===== src/rtl/ca_run_ctrl.sv =====
// Rule 110 run sequencer: owns the cell row, loads a seed byte-serially, runs the
// step datapath for a programmed number of generations and streams row snapshots.
module ca_run_ctrl #(
  parameter int WIDTH = 256,
  parameter int IN_W  = 8,
  parameter int OUT_W = 16,
  parameter int CNT_W = 16
) (
  input  logic              clk,
  input  logic              rst,
  input  logic              seed_valid,
  input  logic [IN_W-1:0]   seed_data,
  output logic              seed_ready,
  input  logic              start,
  input  logic [CNT_W-1:0]  gen_count,
  input  logic              snap_each,
  input  logic              abort,
  output logic [WIDTH-1:0]  ca_cur,
  output logic              ca_ena,
  input  logic [WIDTH-1:0]  ca_next,
  output logic              out_valid,
  output logic [OUT_W-1:0]  out_data,
  output logic              out_last,
  input  logic              out_ready,
  output logic              busy,
  output logic              done,
  output logic [CNT_W-1:0]  gen_idx
);

  localparam int NWORDS = WIDTH / OUT_W;
  localparam int KW     = (NWORDS > 1) ? $clog2(NWORDS) : 1;
  localparam logic [KW-1:0]    K_LAST   = KW'(NWORDS - 1);
  localparam logic [KW-1:0]    K_ZERO   = KW'(0);
  localparam logic [KW-1:0]    K_ONE    = KW'(1);
  localparam logic [CNT_W-1:0] CNT_ZERO = CNT_W'(0);
  localparam logic [CNT_W-1:0] CNT_ONE  = CNT_W'(1);

  typedef enum logic [1:0] {
    IDLE = 2'd0,
    STEP = 2'd1,
    DUMP = 2'd2
  } state_t;

  state_t             state_r, state_s;
  logic [WIDTH-1:0]   row_r, row_s, row_sh_s;
  logic [KW-1:0]      k_r, k_s;
  logic [CNT_W-1:0]   left_r, left_s;
  logic [CNT_W-1:0]   gen_idx_r, gen_idx_s;
  logic               snap_r, snap_s;
  logic               done_s;

  logic               seed_ready_r, ca_ena_r, out_valid_r, out_last_r, busy_r, done_r;
  logic [OUT_W-1:0]   out_data_r;

  // Next-state, row, word index and counter computation
  always_comb begin
    state_s   = state_r;
    row_s     = row_r;
    k_s       = k_r;
    left_s    = left_r;
    gen_idx_s = gen_idx_r;
    snap_s    = snap_r;
    done_s    = 1'b0;
    case (state_r)
      IDLE: begin
        if (seed_valid) begin
          row_s = {row_r[WIDTH-IN_W-1:0], seed_data};
        end else begin
          row_s = row_r;
        end
        if (start) begin
          left_s    = gen_count;
          snap_s    = snap_each;
          gen_idx_s = CNT_ZERO;
          k_s       = K_ZERO;
          state_s   = (gen_count != CNT_ZERO) ? STEP : DUMP;
        end else begin
          state_s = IDLE;
        end
      end
      STEP: begin
        row_s     = ca_next;
        left_s    = left_r - CNT_ONE;
        gen_idx_s = gen_idx_r + CNT_ONE;
        if (snap_r || (left_r == CNT_ONE)) begin
          state_s = DUMP;
        end else begin
          state_s = STEP;
        end
      end
      DUMP: begin
        if (out_ready) begin
          if (k_r == K_LAST) begin
            k_s = K_ZERO;
            if (snap_r && (left_r != CNT_ZERO)) begin
              state_s = STEP;
            end else begin
              state_s = IDLE;
              done_s  = 1'b1;
            end
          end else begin
            k_s = k_r + K_ONE;
          end
        end else begin
          k_s = k_r;
        end
      end
      default: begin
        state_s = IDLE;
        k_s     = K_ZERO;
      end
    endcase
    // abort outranks both a pending start and a completing handshake
    if (abort && (state_r != IDLE)) begin
      state_s   = IDLE;
      k_s       = K_ZERO;
      row_s     = row_r;
      gen_idx_s = gen_idx_r;
      left_s    = left_r;
      done_s    = 1'b0;
    end else begin
      done_s = done_s;
    end
    row_sh_s = row_s << (OUT_W * int'(k_s));
  end

  // State, datapath registers and registered outputs
  always_ff @(posedge clk) begin
    if (rst) begin
      state_r      <= IDLE;
      row_r        <= {WIDTH{1'b0}};
      k_r          <= K_ZERO;
      left_r       <= CNT_ZERO;
      gen_idx_r    <= CNT_ZERO;
      snap_r       <= 1'b0;
      seed_ready_r <= 1'b1;
      ca_ena_r     <= 1'b0;
      out_valid_r  <= 1'b0;
      out_last_r   <= 1'b0;
      out_data_r   <= {OUT_W{1'b0}};
      busy_r       <= 1'b0;
      done_r       <= 1'b0;
    end else begin
      state_r      <= state_s;
      row_r        <= row_s;
      k_r          <= k_s;
      left_r       <= left_s;
      gen_idx_r    <= gen_idx_s;
      snap_r       <= snap_s;
      seed_ready_r <= (state_s == IDLE);
      ca_ena_r     <= (state_s == STEP);
      out_valid_r  <= (state_s == DUMP);
      out_last_r   <= (state_s == DUMP) && (k_s == K_LAST);
      out_data_r   <= (state_s == DUMP) ? row_sh_s[WIDTH-1 -: OUT_W] : {OUT_W{1'b0}};
      busy_r       <= (state_s != IDLE);
      done_r       <= done_s;
    end
  end

  assign ca_cur     = row_r;
  assign gen_idx    = gen_idx_r;
  assign seed_ready = seed_ready_r;
  assign ca_ena     = ca_ena_r;
  assign out_valid  = out_valid_r;
  assign out_last   = out_last_r;
  assign out_data   = out_data_r;
  assign busy       = busy_r;
  assign done       = done_r;

endmodule


===== config.mk =====
export PLATFORM = sky130hd
export DESIGN_NAME = ca_run_ctrl
export DESIGN_NICKNAME = d
export VERILOG_FILES = /design/src/rtl/ca_run_ctrl.sv
export SDC_FILE = /design/constraint.sdc
export NUM_CORES = 1
export LEC_CHECK = 0
export CORE_ASPECT_RATIO = 1.25
export CORE_MARGIN = 5
export CORE_UTILIZATION = 35
export CTS_CLUSTER_SIZE = 10
export DETAILED_ROUTE_END_ITERATION = 12
export SYNTH_ARGS = -nofsm -noshare
export SYNTH_HDL_FRONTEND = slang
export SYNTH_SLANG_ARGS = --single-unit

===== constraint.sdc =====
create_clock -name clk -period 3.9 [get_ports clk]
set_input_delay 0.585 -clock clk [delete_from_list [all_inputs] [get_ports clk]]
set_output_delay 0.585 -clock clk [all_outputs]
set_load 0.005 [all_outputs]

==> summary.md, run 1 <==
| Metric | Value |
|---|---|
| Post-DP Area | ~24000 um2 |
| Adder-cell share of the synthesized area | 0.00345 |
| Static leakage | about 0.009 uW |
| Worst slew margin | 0.286 |
| Final cell count without fillers | between 3000 and 4000 |
| Worst slack, placed | about 280 ps |
| Setup crit end kind | register |
| Full die area | approximately 56000 um2 |
| Vias/cell | about 6.2 |
| R2R Setup Slk | between 700 and 800 ps |
| Num Clock Sinks | ~320 |
| Final setup TNS | 0 ps |
| PwrDens | around 420 nW/um2 |
| Insertion delay to the later sink of the worst-skew pair | 540 ps |
| Total Wirelength | ~95000 um |
| Initial antenna violation count | 10 |
| RSZ-0062 raised after global routing | false |
| Slowest stage delay, CP | ~800 ps |
| Global placer's final weighted congestion | approximately 0.9 |
| Total gr overflow | 0 |
| Largest net degree at the start of global routing | between 150 and 200 |
| Largest family of logic cells by synthesized area | compound AO/OA/AOI/OAI gates |
| Initial Util | 0.352 |
| Max FO, Critical Path | 38 |
| CTS Buf Count | 39 |
| Post-synth EDFFs | 0 |
| Data arrival, critical path | about 3600 ps |
| Mapped Cells | ~2200 |
| Setup crit start kind | register |
| Share of layout cells above drive strength 1 | 0.0652 |
| CTS tree | built |
| Main synth FF type | dfxtp_1 |
| WHS Path Cells | 2 |
| Min-Delay Endpoint | gen_idx[1] |
| Site row count | 93 |
| Die height | 264 um |
| Final net count | 2976 |
| Setup violations, final | 0 |
| Hold Crit Start | gen_idx[1] |
| Reg2reg start | state_r[0] |
| Highest metal used | met5 |
| Yosys reg bits | roughly 320 |
| Worst-margin pin slew | about 1100 ps |
| Metal1 wirelength | slightly below 40000 um |
| Clock-pin slew on the worst setup and hold paths | ~60 ps |
| Critical path cell sequence | nand2b_1 -> a21o_4 -> a222oi_1 -> nand2_1 -> a21oi_1 -> a211oi_1 -> o31a_1 |
| Starting DRT DRC Count | between 2000 and 3000 |
| Syn_nets | around 2500 |
| Fill cell count | 5051 |
| Chip Width | between 200 and 250 um |
| Io pins | a little under 600 |
| Root buf cell | clkbuf_16 |
| GRT Total Usage | 0.314 |
| Final core occ | 0.496 |
| Post-CTS Setup Inserts | 0 |
| Final setup margin | 739 ps |
| CP top delay family | compound AO/OA/AOI/OAI gates |
| Synthesis-to-finish area growth | 40.7% |
| MaxCap Viol Count | 0 |
| Clock H-tree levels | 2 |
| Mux contribution to synthesized area | 0.0461 |
| Core ar. | between 50000 and 60000 um2 |
| Commonest non-fill, non-tap cell in the layout | clkdlybuf4s50_1 |
| Final Critical Period | between 3000 and 4000 ps |
| Syn. warnings | 0 |
| Post-Synth XOR/XNOR Area | 0.00580 |
| Resized cells post-CTS | 0 |
| Reg-to-Reg End | out_data[4] |
| PortBufs | slightly below 600 |
| Synth Area in Simple Gates | 0.180 |
| FMAX | 0.316 GHz |
| Number of global-route vias before repair | ~20000 |
| Crit Path Class | reg2reg |
| Fin. max-slew vios | 0 |
| Hold WC Path Type | reg2reg |
| Ys async rst share | 0 |
| Drt drc | 0 |
| R2r worst-path depth | 7 |
| Post-Syn Area | 18100 um2 |
| Post-route ant nets | 0 |
| Worst Path Required | around 4300 ps |
| Global-route wire length before repair | 137000 um |
| Final period util | 0.810 |
| Max IR drop VDD | between 0.3 and 0.4 mV |
| First-pass DRT Iterations | 10 |
| Yosys cell types | 76 |
| Final count of hold timing violations | 0 |
| Synth Area in Compound Gates | 0.350 |
| Syn Area/Cell | just over 8 um2 |
| Detailed placer's ending HPWL | roughly 70000 um |
| Skew final | just over 20 ps |
| Design area | ~25000 um2 |
| Most frequent cells in the layout | clkdlybuf4s50_1 (577), nor2_1 (452), dfxtp_1 (315), nand2_1 (176), o221ai_1 (101) |
| CP max stage cell | a222oi_1 |
| Hold Buf Count CTS | 0 |
| Sequential share of the synthesized area | 0.350 |
| Vias post-DR | 21023 |
| Clock buffer depth | 3 |
| DP Cell Count | 3308 |
| WL/cell | ~28 um |
| Worst path bufs/invs | 0 |
| Outcome | complete, no violations |
| Met3 WL post-DR | 8820 um |
| Met2 routed WL | roughly 44000 um |
worst reg2reg max path, cell delays in order, from the launching register on:
cell      delay (ps)
dfxtp_4          690
nand2b_1         200
a21o_4           400
a222oi_1         840
nand2_1          150
a21oi_1          390
a211oi_1         100
o31a_1           280
stage by stage:
step	hold WS [ps]	power (uW)
2_1_floorplan	440	5510
3_3_place_gp	471	7240
3_5_place_dp	480	7240
4_1_cts	487	10600
5_1_grt	500	11000
6_report	486	10600
report_power, final:
group          leakage [uW]  switching [uW]  internal, uW
sequential          0.00260             467          3550
combinational       0.00607            1710          1510
clock              0.000563            1410          1990
metal layers:
metal | up-vias | track usage
li1 | 9475 | -
met1 | 10203 | 0.422
met2 | 1178 | 0.500
met3 | 161 | 0.0671
met4 | 6 | 0.107
met5 | - | 0
synthesized netlist by cell type, types with 16 or more instances:
cell type | n | share of area
buf_2 | 93 | 0.026
o211ai_1 | 95 | 0.039
a222oi_1 | 66 | 0.036
nand2b_1 | 16 | 0.0055
nand2_1 | 177 | 0.037
a22oi_1 | 56 | 0.023
clkbuf_1 | 106 | 0.022
o221ai_1 | 101 | 0.049
o22a_1 | 98 | 0.047
nor3_1 | 30 | 0.0083
a21oi_1 | 89 | 0.025
dfxtp_1 | 317 | 0.35
o22ai_1 | 24 | 0.0083
o32a_1 | 66 | 0.036
a31oi_1 | 17 | 0.0059
o21ai_0 | 67 | 0.019
nor2_1 | 452 | 0.094
o32ai_1 | 22 | 0.011
mux2i_1 | 65 | 0.036
a22o_1 | 25 | 0.012
buf_1 | 25 | 0.0052
nor4_1 | 25 | 0.0086
state kept, by name, summed over array words and instances, names as in the netlist:
register    cells
out_data       16
ca_cur        256
ca_ena          1
gen_idx        16
snap_r          1
out_valid       1
done            1
k_r             4
left_r         16
seed_ready      1
out_last        1
state_r         2
busy            1
worst max path at each step:
stage	depth (start not counted)	slack [ps]	startpoint	endpoint
6_report	7	740	state_r[0]	out_data[4]
5_1_grt	8	650	state_r[0]	out_data[2]
4_1_cts	7	710	state_r[0]	out_data[4]
3_5_place_dp	9	280	out_ready	out_data[2]
3_3_place_gp	9	340	start	out_data[9]
2_1_floorplan	9	1390	out_ready	out_data[8]
cell type report:
cell class              instances  area, um2  share of cell area
diodes                          6       15.0            0.000589
clock buffers                  53       1130              0.0444
clock inverters                 2       10.0            0.000393
inverters                       6       25.0            0.000982
multi-input cells            1671      10700               0.419
flip-flops and latches        317       6350               0.249
well taps                     665        832              0.0326
repair buffers                649       6440               0.253
cells by family after synthesis:
kind of cell | count (synthesis)
AOI/OAI and AO/OA | 804
and+or+nand+nor | 769
DFF | 317
buffers and inverters | 251
muxes | 81
xor gates and xnor gates | 12
adders and majority gates | 5
(Power assumes the default switching activity.)
==> run 2, diff against run 1 <==
--- a/config.mk
+++ b/config.mk
@@ -10,6 +10,7 @@
 export CORE_UTILIZATION = 35
 export CTS_CLUSTER_SIZE = 10
 export DETAILED_ROUTE_END_ITERATION = 12
+export PLACE_DENSITY = 0.66
 export SYNTH_ARGS = -nofsm -noshare
 export SYNTH_HDL_FRONTEND = slang
 export SYNTH_SLANG_ARGS = --single-unit
==> constraint.sdc (replaced) <==
create_clock -name clk -period 2.69 [get_ports clk]
set_input_delay 0.4035 -clock clk [delete_from_list [all_inputs] [get_ports clk]]
set_output_delay 0.4035 -clock clk [all_outputs]
set_load 0.005 [all_outputs]
==> summary.md, run 2 (same netlist as run 1, synthesis figures left out) <==
| Metric | Value |
|---|---|
| Die height | 264 um (unchanged) |
| Sw power | 5380 uW (+50%) |
| Detailed placer's ending HPWL | 73400 um (+4.4%) |
| Chip Width | 213 um (unchanged) |
| Clock-pin slew on the worst setup and hold paths | 60 ps (about the same) |
| Final net count | 3167 (+6.4%) |
| Clock H-tree levels | 2 (unchanged) |
| Fill cell count | 4884 (-3.3%) |
| Worst-margin pin slew | 1050 ps (-21.8 ps) |
| Initial antenna violation count | 7 (-3) |
| Final count of hold timing violations | 0 (unchanged) |
| Final core occ | 0.533 (+0.0376) |
| PwrDens | 578 nW/um2 (+38%) |
| Most frequent cells in the layout | clkdlybuf4s50_1 (577), nor2_1 (452), dfxtp_1 (315), buf_4 (218), nand2_1 (176) |
| PortBufs | 580 (unchanged) |
| Insertion delay to the later sink of the worst-skew pair | 550 ps (about the same) |
| Commonest non-fill, non-tap cell in the layout | clkdlybuf4s50_1 |
| Number of flip-flops under the largest register name | 256 (unchanged) |
| Total gr overflow | 0 (unchanged) |
| Final period util | 0.987 (+0.177) |
| Number of global-route vias before repair | 21115 (+5.1%) |
| Clock buffer depth | 3 (unchanged) |
| Worst slew margin | 0.301 (+0.0146) |
| Static leakage | 0.0103 uW (+12%) |
| Internal power | 10500 uW (+48%) |
| Global placer's final weighted congestion | 0.960 (+6.3%) |
| Sequential share of power | 0.368 (-0.010) |
| First-pass DRT Iterations | 8 (-2) |
| Full die area | 56400 um2 (unchanged) |
| Io pins | 581 (unchanged) |
| Vias post-DR | 21926 (+4.3%) |
| Final Critical Period | 2660 ps (-506 ps) |
| Sequential Area | 6350 um2 (unchanged) |
| Hold WC Path Type | in2reg |
| Max FO, Critical Path | 34 (-11%) |
| Vias/cell | 6.17 (-1.2%) |
| RSZ-0062 raised after global routing | true |
| Multi-input logic area | 10800 um2 (+1.3%) |
| Share of layout cells above drive strength 1 | 0.133 (+0.0679) |
| Site row count | 93 (unchanged) |
| Drt drc | 0 (unchanged) |
| Data arrival, critical path | 3100 ps (-480 ps) |
| MaxCap Viol Count | 0 (unchanged) |
| CTS tree | built |
| Combinational Power Share | 0.326 (+0.023) |
| Largest net degree at the start of global routing | 173 (-8.5%) |
| Root buf cell | clkbuf_16 |
| Sw Share | 0.340 (+0.00209) |
| Fin. max-slew vios | 0 (unchanged) |
| FMAX | 0.377 GHz (+19%) |
| Setup crit start kind | register |
| CTS Buf Count | 39 (unchanged) |
| WL/cell | 27.5 um (-2.8%) |
| Starting DRT DRC Count | 2863 (+13%) |
| Worst Path Required | 3130 ps (-1190 ps) |
| Outcome | complete, no violations |
| Num Clock Sinks | 317 (unchanged) |
| Post-route ant nets | 0 (unchanged) |
| Max IR drop VDD | 0.336 mV (+10%) |
| Synthesis-to-finish area growth | 51.4% |
| Global-route wire length before repair | 141000 um (+3.2%) |
| Hold slack | 192 ps (-295 ps) |
| Skew final | 28.2 ps (+8.00 ps) |
| Initial Util | 0.352 (unchanged) |
| Core ar. | 51400 um2 (unchanged) |
| Crit Path Class | reg2reg |
| Clock group share of total power | 0.306 (-0.014) |
| Hold Buf Count CTS | 0 (unchanged) |
| Total Wirelength | 97900 um (+2.6%) |
| GRT Total Usage | 0.321 (+0.00757) |
| Setup crit end kind | register |
| Setup violations, final | 0 (unchanged) |
## run 2: cell types whose count changed in the layout (fill, tap and decap cells not counted), moves of 4 or more
cell / delta
buf_4: +157
buf_12: +24
a21oi_1: -4
a21oi_2: +4
a221oi_1: -4
## run 2: final cells by class
cell class / count / share of cell area
Multi-Input combinational cell: 1671 / 0.395
Timing Repair Buffer: 840 / 0.303
Sequential cell: 317 / 0.232
Clock buffer: 50 / 0.0390
Tap cell: 665 / 0.0303
Inverter: 6 / 0.000912
Antenna cell: 5 / 0.000456
Clock inverter: 1 / 0.000319
## run 2: final timing paths
| check | depth (start not counted) | slack (ps) | endpoint | start |
|---|---|---|---|---|
| max | 10 | 30 | out_data[15] | state_r[0] |
| max reg2reg | 10 | 30 | out_data[15] | state_r[0] |
| min | 2 | 190 | k_r[2] | rst |
| min reg2reg | 2 | 500 | ca_cur[248] | ca_cur[248] |
## run 2: power groups by stage
| stage | sequential (uW) | combinational [uW] | clock, uW |
|---|---|---|---|
| floorplan | 5680 | 2310 | 0 |
| global placement | 5880 | 4960 | 0 |
| detailed placement | 5890 | 4980 | 0 |
| CTS | 5790 | 5060 | 4900 |
| global route | 5870 | 5510 | 5050 |
| finish | 5820 | 5170 | 4850 |
## run 2: per-stage QoR
step	area (um2)	cells	power [uW]	setup WS (ps)	setup TNS [ps]
final	27400	3555	15800	34.8	0
after detailed placement	25900	3477	10900	-430	-4800
after floorplan	18100	2239	7990	364	0
after global routing	27400	3554	16400	-27.6	-58.0
after global placement	25900	3477	10800	-401	-3910
after CTS	27100	3535	15800	2.49	0
## run 2: repair_timing
item                                    4_1_cts  5_1_grt
cloned                                        1        2
gates resized for setup                       6       35
buffers inserted                              6       14
pin swaps                                     5       14
endpoints found under the setup margin        8       16
## run 2: per-layer routing
metal	global-route usage	wire length, um	up-vias
li1	-	-	9863
met4	0.0954	3120	6
met3	0.0613	8740	160
met1	0.432	40000	10678
met2	0.524	46000	1219
met5	0	34	-
## run 2: worst max-delay path, stage by stage (launching register included)
cell and delay, ps:
dfxtp_4 440, buf_16 230, nand2_2 240, buf_4 280, o32a_1 180, o211ai_1 180
nor2_1 100, nor3_1 380, buf_4 180, o32ai_1 70, a22o_1 230
